--- config.mk ---
export PLATFORM = sky130hd
export DESIGN_NAME = adder_issue_ctrl
export DESIGN_NICKNAME = d
export VERILOG_FILES = /design/src/rtl/adder_issue_ctrl.sv
export SDC_FILE = /design/constraint.sdc
export NUM_CORES = 1
export LEC_CHECK = 0
export ABC_AREA = 1
export ABC_CLOCK_PERIOD_IN_PS = 7300
export CORE_AREA = 2 2 183 185
export DETAILED_ROUTE_END_ITERATION = 8
export DIE_AREA = 0 0 185 187
export PLACE_DENSITY_LB_ADDON = 0.05
export SLEW_MARGIN = 40
export SYNTH_ARGS = -nofsm -noshare
export SYNTH_HDL_FRONTEND = slang
export SYNTH_SLANG_ARGS = --single-unit
--- constraint.sdc ---
create_clock -name i_clk -period 7.3 [get_ports i_clk]
set_input_delay 1.095 -clock i_clk [delete_from_list [all_inputs] [get_ports i_clk]]
set_output_delay 1.095 -clock i_clk [all_outputs]
set_load 0.02 [all_outputs]
--- src/rtl/adder_issue_ctrl.sv ---
// Operand issue / result collection around a registered adder.
// Ports: i_clk/i_rst, operand in (i_valid/o_ready/i_op*),
//   adder side (o_add_op*, i_add_sum/co), result out
//   (o_res_valid/i_res_ready/o_res_sum/co), o_busy.
module adder_issue_ctrl #(
   parameter int p_width  = 32,
   parameter int p_depth  = 4,
   parameter int p_rdepth = 4
) (
   input  logic               i_clk,
   input  logic               i_rst,
   input  logic               i_valid,
   output logic               o_ready,
   input  logic [p_width-1:0] i_op1,
   input  logic [p_width-1:0] i_op2,
   output logic [p_width-1:0] o_add_op1,
   output logic [p_width-1:0] o_add_op2,
   input  logic [p_width-1:0] i_add_sum,
   input  logic               i_add_co,
   output logic               o_res_valid,
   input  logic               i_res_ready,
   output logic [p_width-1:0] o_res_sum,
   output logic               o_res_co,
   output logic               o_busy
);

   localparam int AW = $clog2(p_depth);
   localparam int RW = $clog2(p_rdepth);
   localparam int CW = $clog2(p_rdepth + 1);

   localparam logic [AW:0]   OP_ONE   = 1;
   localparam logic [RW:0]   RES_ONE  = 1;
   localparam logic [CW-1:0] CRED_ONE = 1;
   localparam logic [CW-1:0] CRED_MAX = CW'(p_rdepth);

   logic [p_width-1:0] op1_mem_q [p_depth];
   logic [p_width-1:0] op2_mem_q [p_depth];
   logic [p_width:0]   res_mem_q [p_rdepth];

   logic [AW:0]   op_wptr_q, op_wptr_d;
   logic [AW:0]   op_rptr_q, op_rptr_d;
   logic [RW:0]   res_wptr_q, res_wptr_d;
   logic [RW:0]   res_rptr_q, res_rptr_d;
   logic [CW-1:0] credits_q, credits_d;
   logic          issue_q;

   logic          op_empty, op_full, res_empty;
   logic          push, issue, res_pop;
   logic [p_width:0] res_head;

   assign op_empty = (op_wptr_q == op_rptr_q);
   assign op_full  = (op_wptr_q[AW] != op_rptr_q[AW]) &&
                     (op_wptr_q[AW-1:0] == op_rptr_q[AW-1:0]);
   assign res_empty = (res_wptr_q == res_rptr_q);

   assign push    = i_valid && !op_full;
   // An issue reserves a result slot; no credit, no issue.
   assign issue   = !op_empty && (credits_q != '0);
   assign res_pop = !res_empty && i_res_ready;

   assign res_head = res_mem_q[res_rptr_q[RW-1:0]];

   assign o_ready     = !op_full;
   assign o_add_op1   = issue ? op1_mem_q[op_rptr_q[AW-1:0]] : '0;
   assign o_add_op2   = issue ? op2_mem_q[op_rptr_q[AW-1:0]] : '0;
   assign o_res_valid = !res_empty;
   assign o_res_sum   = res_empty ? '0 : res_head[p_width-1:0];
   assign o_res_co    = res_empty ? 1'b0 : res_head[p_width];
   assign o_busy      = !op_empty || issue_q || !res_empty;

   always_comb begin
      op_wptr_d  = op_wptr_q;
      op_rptr_d  = op_rptr_q;
      res_wptr_d = res_wptr_q;
      res_rptr_d = res_rptr_q;
      credits_d  = credits_q;
      if (push)    op_wptr_d  = op_wptr_q + OP_ONE;
      if (issue)   op_rptr_d  = op_rptr_q + OP_ONE;
      if (issue_q) res_wptr_d = res_wptr_q + RES_ONE;
      if (res_pop) res_rptr_d = res_rptr_q + RES_ONE;
      if (issue && !res_pop)
         credits_d = credits_q - CRED_ONE;
      else if (!issue && res_pop)
         credits_d = credits_q + CRED_ONE;
   end

   always_ff @(posedge i_clk or posedge i_rst) begin
      if (i_rst) begin
         op_wptr_q  <= '0;
         op_rptr_q  <= '0;
         res_wptr_q <= '0;
         res_rptr_q <= '0;
         credits_q  <= CRED_MAX;
         issue_q    <= 1'b0;
      end else begin
         op_wptr_q  <= op_wptr_d;
         op_rptr_q  <= op_rptr_d;
         res_wptr_q <= res_wptr_d;
         res_rptr_q <= res_rptr_d;
         credits_q  <= credits_d;
         issue_q    <= issue;
      end
   end

   // Storage needs no reset: reads are gated by the empty flags.
   always_ff @(posedge i_clk) begin
      if (push) begin
         op1_mem_q[op_wptr_q[AW-1:0]] <= i_op1;
         op2_mem_q[op_wptr_q[AW-1:0]] <= i_op2;
      end
      // Adder output belongs to last cycle's issue.
      if (issue_q)
         res_mem_q[res_wptr_q[RW-1:0]] <= {i_add_co, i_add_sum};
   end

endmodule

# --- Word-level counts from Yosys, hierarchy flattened ---
# Memory sizes are Yosys's and may differ from the RTL's.
# Cells that the tools add are included.
word_totals:
  ramBits: 388
  inputBits: 101
  n_memories: 3
  ff_bits: 16
  output_inout_bits: 100
  word_cells: 44
classes:
  n_addsub: 6
  reduce_logical: 15
  n_mux: 10
  n_eq_ne: 4
mem_list:
  columns: ["memory", "words", "width", "read_ports", "rd_ports_with_merged_regs", "wr", "line_no", "rtl"]
  rows:
  - ["res_mem_q", 4, 33, 1, 0, 1, "38", "logic [p_width:0] res_mem_q [p_rdepth];"]
  - ["op1_mem_q", 4, 32, 1, 0, 1, "36", "logic [p_width-1:0] op1_mem_q [p_depth];"]
  - ["op2_mem_q", 4, 32, 1, 0, 1, "37", "logic [p_width-1:0] op2_mem_q [p_depth];"]
op_table:
  columns: ["operator", "count"]
  rows:
  - ["$mux 32", 3]
  - ["$add 3x1->3 const B", 5]
  - ["$eq 3x3->1", 2]
  - ["$logic_and 1x1->1", 6]
  - ["$mux 3", 2]
  - ["$logic_not 1->1", 5]
  - ["$mux 1", 5]
  - ["$reduce_bool 3->1", 1]
  - ["$sub 3x1->3 const B", 1]
  - ["$eq 2x2->1", 1]
  - ["$logic_or 1x1->1", 2]
  - ["$reduce_bool 2->1", 1]
  - ["$ne 1x1->1", 1]

# --- Depth between registers and ports, before layout ---
depth:
  word_depth: 7
  mapped_depth: 15
  mapped_depth_nobuf: 12

# --- Least setup slack after synthesis ---
# OpenSTA, ideal clock, no wires.
synth_path:
  kind: "input port to flip-flop"
  from: "input i_valid"
  to: "memory op1_mem_q[0][0] (enable)"
  stages: 2
  arrival_time_ns: 3.901
  required_ns: 6.813
  slack_ns: 2.913
  setup_time_ns: 0.487
  n_path_buf: 0
  cell_sequence: "nand2_1 > nor2_1"
synth_via:
  elab_chain_cells: 3
synth_rtl:
  columns: ["item", "line_no", "rtl"]
  rows:
  - ["from (decl)", "12", "input logic i_valid,"]
  - ["$logic_and 1x1->1", "56", "assign push = i_valid && !op_full;"]
  - ["$mux 1", "107", "if (push) begin"]
  - ["$mux 1 (not written as such)", "108", "op1_mem_q[op_wptr_q[AW-1:0]] <= i_op1;"]
  - ["to (decl)", "36", null]
# No other way between the ends.

# --- Worst setup path after layout ---
layout_path:
  from: "register op_rptr_q[0]"
  to: "output o_add_op2[7]"
layout_via:
  elab_chain_cells: 4
  word_cells_on_any_way: 5
  cone_classes: "1 x eq/ne; 1 x mux; 2 x reduce/logical; 1 x memory"
layout_rtl:
  columns: ["item", "line_no", "rtl"]
  rows:
  - ["from (decl)", "41", "logic [AW:0] op_rptr_q, op_rptr_d;"]
  - ["from (signal assigned)", "97", "op_rptr_q <= op_rptr_d;"]
  - ["$eq 3x3->1", "51", "assign op_empty = (op_wptr_q == op_rptr_q);"]
  - ["$logic_not 1->1", "58", "assign issue = !op_empty && (credits_q != '0);"]
  - ["$logic_and 1x1->1", "58", null]
  - ["$mux 32 *", "65", "assign o_add_op2 = issue ? op2_mem_q[op_rptr_q[AW-1:0]] : '0;"]
  - ["to (decl)", "17", "output logic [p_width-1:0] o_add_op2,"]
# Mark *: on every way between the ends. The rest lies on a longest branch, timed or not.

==> results.sh <==
export IMPL_ios=201
export IMPL_grt_usage_pct=19.6
export IMPL_postCtsSetupBuffers=0
export IMPL_outcome="completed"
export IMPL_die_x_um=185
export IMPL_hold_path_class="reg2reg"
export IMPL_cts_tree="yes"
export IMPL_setup_ws_ns=2.59
export IMPL_ir_drop_mv=0.377
export IMPL_cp_max_fo=87
export IMPL_setup_violations=0
export IMPL_p_per_area_mw_per_mm2=489
export IMPL_cp_data_required_time_ns=6.20
export IMPL_tightestPinTransition_ns=0.809
export IMPL_layout_drive_gt1_share_pct=5.53
export IMPL_power_switching_mw=3.72
export IMPL_htree_levels=2
export IMPL_syn_to_final_growth_pct=23.1
export IMPL_synth_seq_area_share_pct=74.4
export IMPL_netlist_area_mm2=0.0162
export IMPL_cpMostUsedCell="nand2_1"
export IMPL_yosysWarnings=0
export IMPL_floorplan_initialDensity_pct=49.3
export IMPL_power_frac_seq_pct=34.6
export IMPL_power_leakage_nw=7.30
export IMPL_crit_chain="buf_12 -> clkinv_4 -> nand2_1 -> nand2_1 -> nand3_2 -> nand2_2 -> buf_4 -> nor2_1 -> clkdlybuf4s50_1"
export IMPL_max_stage_delay_ns=0.62
export IMPL_insertion_delay_ns=0.53
export IMPL_p_total_mw=9.74
export IMPL_timing_hold_ws_ns=0.471
export IMPL_worst_setup_path_end_kind="output pin"
export IMPL_fmax_mhz=212
export IMPL_clk_pin_slew_ns=0.06
export IMPL_holdBufCountCts=0
export IMPL_setup_worst_path_start_class="register"
export IMPL_finalMaxSlewViolations=0
export IMPL_clkPwrFrac_pct=20.4
export IMPL_nNetsFinal=1634
export IMPL_arrival_ns=3.61
export IMPL_crit_family="buffers and inverters"
export IMPL_vias=10200
export IMPL_synth_nets=1450
export IMPL_io_buffer_count=200
export IMPL_synthDistinctLibCells=23
export IMPL_gp_congestion=0.738
export IMPL_antenna_found_initial=3
export IMPL_ys_seq_elements=404
export IMPL_die_area_mm2=0.0346
export IMPL_wl_per_cell_um=16.8
export IMPL_dpl_hpwl_um=18700
export IMPL_cts_path_max_buffers=3
export IMPL_period_share_pct=64.5
export IMPL_drt_iter0_drc=747
export IMPL_rsz0062_at_grt="no"
export IMPL_grt_max_degree=88
export IMPL_slew_headroom_pct=46.1
export IMPL_cp_num_buf_inv=4
export IMPL_skew_ns=0.0186
export IMPL_max_cap_viol_count=0
export IMPL_routed_via_density=5.08
export IMPL_num_rows=67
export IMPL_cts_root_buf="clkbuf_16"
export IMPL_dr_pass1_iters=5
export IMPL_fin_crit_ns=4.71
export IMPL_drc_errors=0
export IMPL_grt_pass1_wl_um=53000
export IMPL_clkSinkCount=404
export IMPL_path_class="reg2out"
export IMPL_hold_viol_final=0
export IMPL_tns_ns=0
export IMPL_slowest_stage="dfrtp_4"
export IMPL_sw_frac_of_total_pct=38.2
export IMPL_globalRouteOverflowTotal=0
export IMPL_numCtsBuffers=42
export IMPL_avgSynthCellArea_um2=12.1
export IMPL_dp_slack_ns=2.73
export IMPL_detail_route_antenna_nets=0
export IMPL_drt_total_wl_um=33700
export IMPL_core_area_mm2=0.0329
export IMPL_grt_pass1_vias=9992
export IMPL_dieHeight_um=187
export IMPL_syn_inst=1337
export IMPL_post_cts_resized=0
export IMPL_internal_power_mw=6.02
export IMPL_p_comb_share_pct=45.0
cells in the final DEF (no fill, tap or decap), drive strengths merged, types with 5 or more instances in the layout:
| cell type | count |
|---|---|
| xor2 | 5 |
| nor2 | 326 |
| inv | 123 |
| o21ai | 261 |
| nand2 | 78 |
| edfxtp | 388 |
| clkinv | 20 |
| o22ai | 33 |
| buf | 16 |
| clkdlybuf4s50 | 200 |
| dfrtp | 15 |
| ha | 11 |
| nand3 | 13 |
| clkbuf | 56 |
Yosys cell counts:
| cell | instances | area (um2) |
|---|---|---|
| a21oi_1 | 1 | 5.00 |
| buf_1 | 6 | 22.5 |
| buf_2 | 22 | 110 |
| buf_6 | 3 | 33.8 |
| clkbuf_1 | 43 | 161 |
| clkbuf_2 | 2 | 10.0 |
| dfrtp_1 | 15 | 375 |
| dfstp_2 | 1 | 26.3 |
| edfxtp_1 | 388 | 11700 |
| fa_1 | 1 | 20.0 |
| ha_1 | 11 | 138 |
| inv_1 | 124 | 465 |
| inv_2 | 1 | 3.75 |
| nand2_1 | 77 | 289 |
| nand2_2 | 1 | 6.26 |
| nand3_1 | 12 | 60.1 |
| nand3_2 | 1 | 10.0 |
| nor2_1 | 326 | 1220 |
| o21ai_0 | 243 | 1220 |
| o21ai_1 | 18 | 90.1 |
| o22ai_1 | 33 | 206 |
| xnor2_1 | 3 | 26.3 |
| xor2_1 | 5 | 43.8 |
cell families (layout without fill, tap and decap cells):
kind of cell / after synthesis / after routing / share of synthesized area, %
buffers and inverters: 201 / 418 / 4.98
adder cells (fa/ha/maj): 12 / 12 / 0.973
XOR/XNOR: 8 / 8 / 0.433
AND/OR/NAND/NOR: 417 / 417 / 9.81
flip-flops: 404 / 404 / 74.4
other: 0 / 3 / 0
AO/OA/AOI/OAI: 295 / 295 / 9.37
through the flow:
step	cells	utilization, %	cell area, um2
5_1_grt	2002	60.6	19900
2_1_floorplan	1337	-	16200
6_report	2005	60.6	19900
3_3_place_gp	1922	56.4	18500
3_5_place_dp	1923	56.5	18600
4_1_cts	2000	60.5	19900
final cells by class:
class | count | area [um2]
multi-input combinational | 732 | 3360
clock inverter | 21 | 146
timing repair buffer | 216 | 2170
sequential | 404 | 12100
antenna | 3 | 7.51
fill | 2702 | 12900
clock buffer | 56 | 1140
inverter | 125 | 487
tap | 448 | 561
per-layer routing:
layer	part of all wire, %	up-vias	global-route usage (%)
li1	-	4981	-
met1	43	4924	24.8
met2	49	226	33.6
met3	5.7	58	4.50
met4	2.3	2	5.77
met5	0.047	-	0
power by group through the flow:
stage | Combinational (mW) | Sequential [mW] | Clock [mW]
after floorplan | 2.66 | 3.38 | 0
after global placement | 4.34 | 3.45 | 0
after detailed placement | 4.39 | 3.46 | 0
after CTS | 4.40 | 3.42 | 2.04
after global routing | 4.87 | 3.42 | 2.13
final | 4.38 | 3.37 | 1.99
worst reg2reg max path, delay by kind of cell, from the launching register on:
family / cells / cell delay (ns)
flip-flops: 1 / 0.62
AND/OR/NAND/NOR: 5 / 1.32
buffers and inverters: 3 / 1.53
worst paths after layout:
check,end,cells after the start,from,slack (ns)
min in group asynchronous,op_wptr_q[0]$_DFFE_PP0P_,2,i_rst,1.01
worst min register to register,credits_q[0]$_DFFE_PP0P_,1,credits_q[0]$_DFFE_PP0P_,0.47
max in group asynchronous,op_rptr_q[0]$_DFFE_PP0P_,2,i_rst,5.77
worst max-delay path,o_add_op2[7],9,op_rptr_q[0]$_DFFE_PP0P_,2.59
worst max register to register,op2_mem_q[0][6]$_DFFE_PP_,8,op_rptr_q[0]$_DFFE_PP0P_,3.44
worst min-delay path,credits_q[0]$_DFFE_PP0P_,1,credits_q[0]$_DFFE_PP0P_,0.47
registers in the layout (all words and copies together) (netlist names):
name / cells
credits_q: 3
issue_q: 1
op1_mem_q: 128
op2_mem_q: 128
op_rptr_q: 3
op_wptr_q: 3
res_mem_q: 132
res_rptr_q: 3
res_wptr_q: 3
No activity file was read; power rests on OpenSTA's default activity.
